$ cat src/rtl/regfile_read_arbiter_pkg.sv
// Shared types and constants for the register-file read-port arbiter.
package rf_arb_pkg;

  localparam int RF_ADDR_W = 5;
  localparam int RF_DATA_W = 64;
  localparam int RF_ID_W   = 3;  // wide enough for the largest NREQ (8)

  typedef logic [RF_ADDR_W-1:0] rf_addr_t;
  typedef logic [RF_DATA_W-1:0] rf_data_t;

  localparam rf_addr_t XZR_ADDR = rf_addr_t'(31);

  typedef struct packed {
    logic               valid;
    logic [RF_ID_W-1:0] id;
    rf_addr_t           addr;
  } s1_t;

endpackage

$ cat src/rtl/regfile_read_arbiter_rr_picker.sv
// Combinational round-robin picker: first set bit of req at or after ptr, wrapping modulo NREQ.
module rr_picker #(
  parameter int NREQ = 4,
  parameter int ID_W = $clog2(NREQ)
) (
  input  logic [NREQ-1:0] req,
  input  logic [ID_W-1:0] ptr,
  output logic [NREQ-1:0] gnt,
  output logic [ID_W-1:0] gnt_id
);

  logic [ID_W:0] idx;
  logic          found;

  // NOTE: every output of a combinational block gets a default before the scan so no latch is inferred.
  always_comb begin
    gnt    = '0;
    gnt_id = '0;
    found  = 1'b0;
    idx    = '0;
    for (int i = 0; i < NREQ; i++) begin
      idx = {1'b0, ptr} + (ID_W+1)'(i);
      if (idx >= (ID_W+1)'(NREQ)) idx = idx - (ID_W+1)'(NREQ);
      if (!found && req[idx[ID_W-1:0]]) begin
        found  = 1'b1;
        gnt_id = idx[ID_W-1:0];
      end
    end
    if (found) gnt[gnt_id] = 1'b1;
  end

endmodule

$ cat src/rtl/regfile_read_arbiter.sv
// Round-robin sharing of the 32x64 register-file read mux; two-stage tagged response pipeline.
// Optional build macro: RF_ARB_XZR_EN (reads of X31 return zero).
module regfile_read_arbiter
  import rf_arb_pkg::*;
#(
  parameter int NREQ   = 4,
  parameter int ADDR_W = RF_ADDR_W,
  parameter int DATA_W = RF_DATA_W
) (
  input  logic                     clk,
  input  logic                     reset,
  input  logic [NREQ-1:0]          req_valid,
  input  logic [NREQ*ADDR_W-1:0]   req_addr,
  output logic [NREQ-1:0]          req_ready,
  output logic [ADDR_W-1:0]        rf_sel,
  input  logic [DATA_W-1:0]        rf_data,
  output logic                     rsp_valid,
  output logic [$clog2(NREQ)-1:0]  rsp_id,
  output logic [DATA_W-1:0]        rsp_data
);

  localparam int ID_W = $clog2(NREQ);

  logic [ID_W-1:0] ptr;
  logic [ID_W-1:0] gnt_id;
  logic            any_req;
  rf_addr_t        win_addr;
  rf_data_t        rd_data;
  s1_t             s1;
  logic            unused_id_hi;

  rr_picker #(
    .NREQ (NREQ),
    .ID_W (ID_W)
  ) u_picker (
    .req    (req_valid),
    .ptr    (ptr),
    .gnt    (req_ready),
    .gnt_id (gnt_id)
  );

  assign any_req      = |req_valid;
  assign win_addr     = req_addr[gnt_id*ADDR_W +: ADDR_W];
  assign rf_sel       = s1.addr;
  assign unused_id_hi = ^s1.id;

`ifdef RF_ARB_XZR_EN
  assign rd_data = (s1.addr == XZR_ADDR) ? '0 : rf_data;
`else
  assign rd_data = rf_data;
`endif

  // NOTE: state registers use non-blocking assignments so every flop samples pre-edge values.
  always_ff @(posedge clk) begin
    if (reset) begin
      ptr       <= '0;
      s1        <= '0;
      rsp_valid <= 1'b0;
      rsp_id    <= '0;
      rsp_data  <= '0;
    end else begin
      s1.valid <= any_req;
      // Address only reloads on a grant so the mux select stays quiet when idle.
      if (any_req) begin
        s1.id   <= RF_ID_W'(gnt_id);
        s1.addr <= win_addr;
        ptr     <= (gnt_id == ID_W'(NREQ-1)) ? '0 : gnt_id + 1'b1;
      end
      rsp_valid <= s1.valid;
      if (s1.valid) begin
        rsp_id   <= s1.id[ID_W-1:0];
        rsp_data <= rd_data;
      end
    end
  end

endmodule

$ cat config.mk
export PLATFORM = sky130hd
export DESIGN_NAME = regfile_read_arbiter
export DESIGN_NICKNAME = d
export VERILOG_FILES = /design/src/rtl/regfile_read_arbiter_pkg.sv /design/src/rtl/regfile_read_arbiter_rr_picker.sv /design/src/rtl/regfile_read_arbiter.sv
export SDC_FILE = /design/constraint.sdc
export NUM_CORES = 1
export LEC_CHECK = 0
export CAP_MARGIN = 20
export CORE_MARGIN = 2
export CORE_UTILIZATION = 25
export DETAILED_ROUTE_END_ITERATION = 16
export HOLD_SLACK_MARGIN = 0.1
export PLACE_DENSITY = 0.67
export SLEW_MARGIN = 20
export SYNTH_ARGS = -nofsm -noshare
export SYNTH_HDL_FRONTEND = slang
export SYNTH_SLANG_ARGS = --single-unit
$ cat constraint.sdc
create_clock -name clk -period 2.2 [get_ports clk]
set_input_delay 0.33 -clock clk [delete_from_list [all_inputs] [get_ports clk]]
set_output_delay 0.33 -clock clk [all_outputs]
set_load 0.01 [all_outputs]
==> metrics.yaml <==
outcome:
  status: "finished clean"
timing:
  clock.fmax_mhz: 472
  worst_slack_ps: 79.6
  worstMarginPinSlew_ps: 569
  period_needed_ps: 2120
  rsz0062_at_grt: "false"
  skew_ps: 5.75
  fin_tns_setup_ps: 0
  timing.final.crit_share_pct: 96.4
  drv_slew: 0
  hold_viol: 0
  slew_headroom_pct: 62.1
  setup_violations: 0
layout:
  antenna_cells: 0
  fin_cells: 595
  fin_nets: 538
  drive_gt1_share_pct: 7.74
  areaGrowthSynthToFinish_pct: 72.3
  finalInstanceArea_um2: 5080
clock_network:
  path_clk_slew_ps: 50
  post_cts_buffers: 0
  cts_tree: "built"
  h-tree-depth: 3
  cts_sinks: 77
  cts_made_buffers: 9
  cts_max_path_buffers: 2
  clock_latency_ps: 330
  cts-root-buf: "clkbuf_16"
routing:
  drc: 0
  num_vias: 2558
  drtAntennaViolNets: 0
  vias_per_cell: 4.30
  post_drt_wl_per_cell_um: 13.2
  routed_wirelength_um: 7880
  drtIter0Drc: 66
  first_pass_iters: 4
worst_setup_path:
  worstSetupStartpointType: "input pin"
  required_ps: 1870
  critical_path_arrival_ps: 1790
  critPathLaunch: "req_valid[0]"
  criticalPathCategory: "in -> out"
  regToRegStartpoint: "ptr[0]$_SDFFE_PP0P_"
  cp_max_fo: 5
  endpoint_kind: "output pin"
floorplanning:
  dieArea_um2: 12700
  chipWidth_um: 113
  initial_core_util_pct: 25.7
  io_pins: 166
  fp-row-count: 39
  die_h_um: 113
  fp.coreArea_um2: 11500
pwr:
  cellInternalPower_mw: 3.08
  finalPower_mw: 4.00
  powerDensity_nw_per_um2: 787
  pwr-share-seq_pct: 38.9
  p_clk_share_pct: 40.8
  power_frac_comb_pct: 20.3
  p_sw_uw: 925
  p_sw_share_pct: 23.1
  peakVddDrop_uv: 294
  leakage_nw: 2.16
global_route:
  grt_overflow_total: 0
  grt_pass1_vias: 2631
  track_usage_pct: 12.3
  grt_max_degree: 68
  antenna_found_initial: 0
  grt_pass1_wl_um: 12500
logic_synthesis:
  syn_avg_cell_area_um2: 10.4
  ys_seq_area_share_pct: 52.2
  yosysTopAreaCell: "dfxtp_1"
  syn_nets: 376
  synth_top_area_share_pct: 52.2
  yosysUniqueCellTypes: 24
  yosysWarnings: 0
  syn_inst: 285
  syn_area_um2: 2950
  ys_ff_latch: 77
  synth_area_leaders: "dfxtp_1 (52%), mux2i_1 (26%), nor2_1 (9.2%)"
place:
  placed_cells: 579
  gp_congestion: 0.740
  place_hpwl_um: 5750
  pre_cts_ws_ps: -480
  port_buffers: 165
  dpl_cell_area_um2: 4750
worst_hold_path:
  hp-start: "s1[6]$_SDFFE_PP0P_"
  holdCritPathClass: "reg -> reg"
run:
  drv_cap: 0
[cell usage after synthesis, drive strengths merged]
library cell / count
nor2: 72
a22oi: 1
a21oi: 4
nor4: 1
a221oi: 2
inv: 6
nand2: 3
o221ai: 5
or2: 1
mux2i: 77
a2bb2o: 1
dfxtp: 77
nand3b: 5
o22ai: 1
buf: 14
clkbuf: 10
o21ai: 1
nor2b: 2
ha: 1
nor3: 1
[stage by stage]
stage / utilization, % / hold slack (ps)
6_report: 44.3 / 468
5_1_grt: 44.3 / 502
4_1_cts: 44.4 / 472
3_5_place_dp: 41.5 / 457
3_3_place_gp: 41.5 / 461
2_1_floorplan: - / 436
[state kept, by name, summed over array words and instances (netlist names)]
signal     flops
rsp_data      64
ptr            2
s1             3
rsp_valid      1
rsp_id         2
rf_sel         5
[area by class of cell]
cell class | count | area (um^2)
fillers | 1104 | 6380
repair buffers | 175 | 1730
flip-flops and latches | 77 | 1550
inverters | 6 | 22.5
clock inverters | 3 | 65.1
clock buffers | 13 | 272
well taps | 143 | 179
multi-input cells | 178 | 1270
[critical path, cell delays in order]
cell           delay [ps]
dlygate4sd2_1         330
a21oi_1               100
o21ai_0               160
a2bb2o_2              190
inv_1                  60
buf_4                 130
nor3_1                160
dlygate4sd2_1         330
[final timing paths]
path	to	slack [ps]	cells after the start
hold reg to reg	s1[6]$_SDFFE_PP0P_	470	2
setup / recovery	req_ready[0]	80	8
hold / removal	s1[6]$_SDFFE_PP0P_	470	2
setup reg to reg	rf_sel[2]$_SDFFE_PP0P_	640	6
[kinds of logic after synthesis]
kind of cell / synth area share, %
simple gates: 12.0
mux: 26.1
flops: 52.2
buf+inv: 5.04
compound gates: 4.15
fa+ha+maj: 0.424
[power groups by stage]
stage               Clock [mW]  Combinational (mW)  Sequential [mW]
floorplan                    0               0.347             1.62
global placement             0               0.819             1.59
detailed placement           0               0.832             1.59
CTS                       1.68               0.827             1.56
global route              1.74               0.877             1.57
finish                    1.63               0.811             1.56
[cells in the final DEF (no fill, tap or decap), drive strengths merged, types with 2 or more instances in the layout]
| cell type | n |
|---|---|
| nor2 | 72 |
| dlygate4sd2 | 5 |
| clkbuf | 14 |
| buf | 12 |
| bufinv | 2 |
| inv | 6 |
| dfxtp | 77 |
| nor2b | 2 |
| nand2 | 3 |
| clkdlybuf4s50 | 157 |
| nand3b | 5 |
| mux2i | 77 |
| o221ai | 5 |
| a221oi | 2 |
| a21oi | 4 |
[layer usage]
metal  wire length (um)  GRT usage, %
met5                  0             0
met4                120          5.61
met3                726          4.81
met2               3500          19.3
met1               3540          14.8
[repair_timing]
action | CTS | global route
resized for setup | 12 | 3
endpoints found under the setup margin | 4 | 3
pin swaps | 2 | 1
hold buffers | 0 | 0
Power figures use the tool's default switching activity.
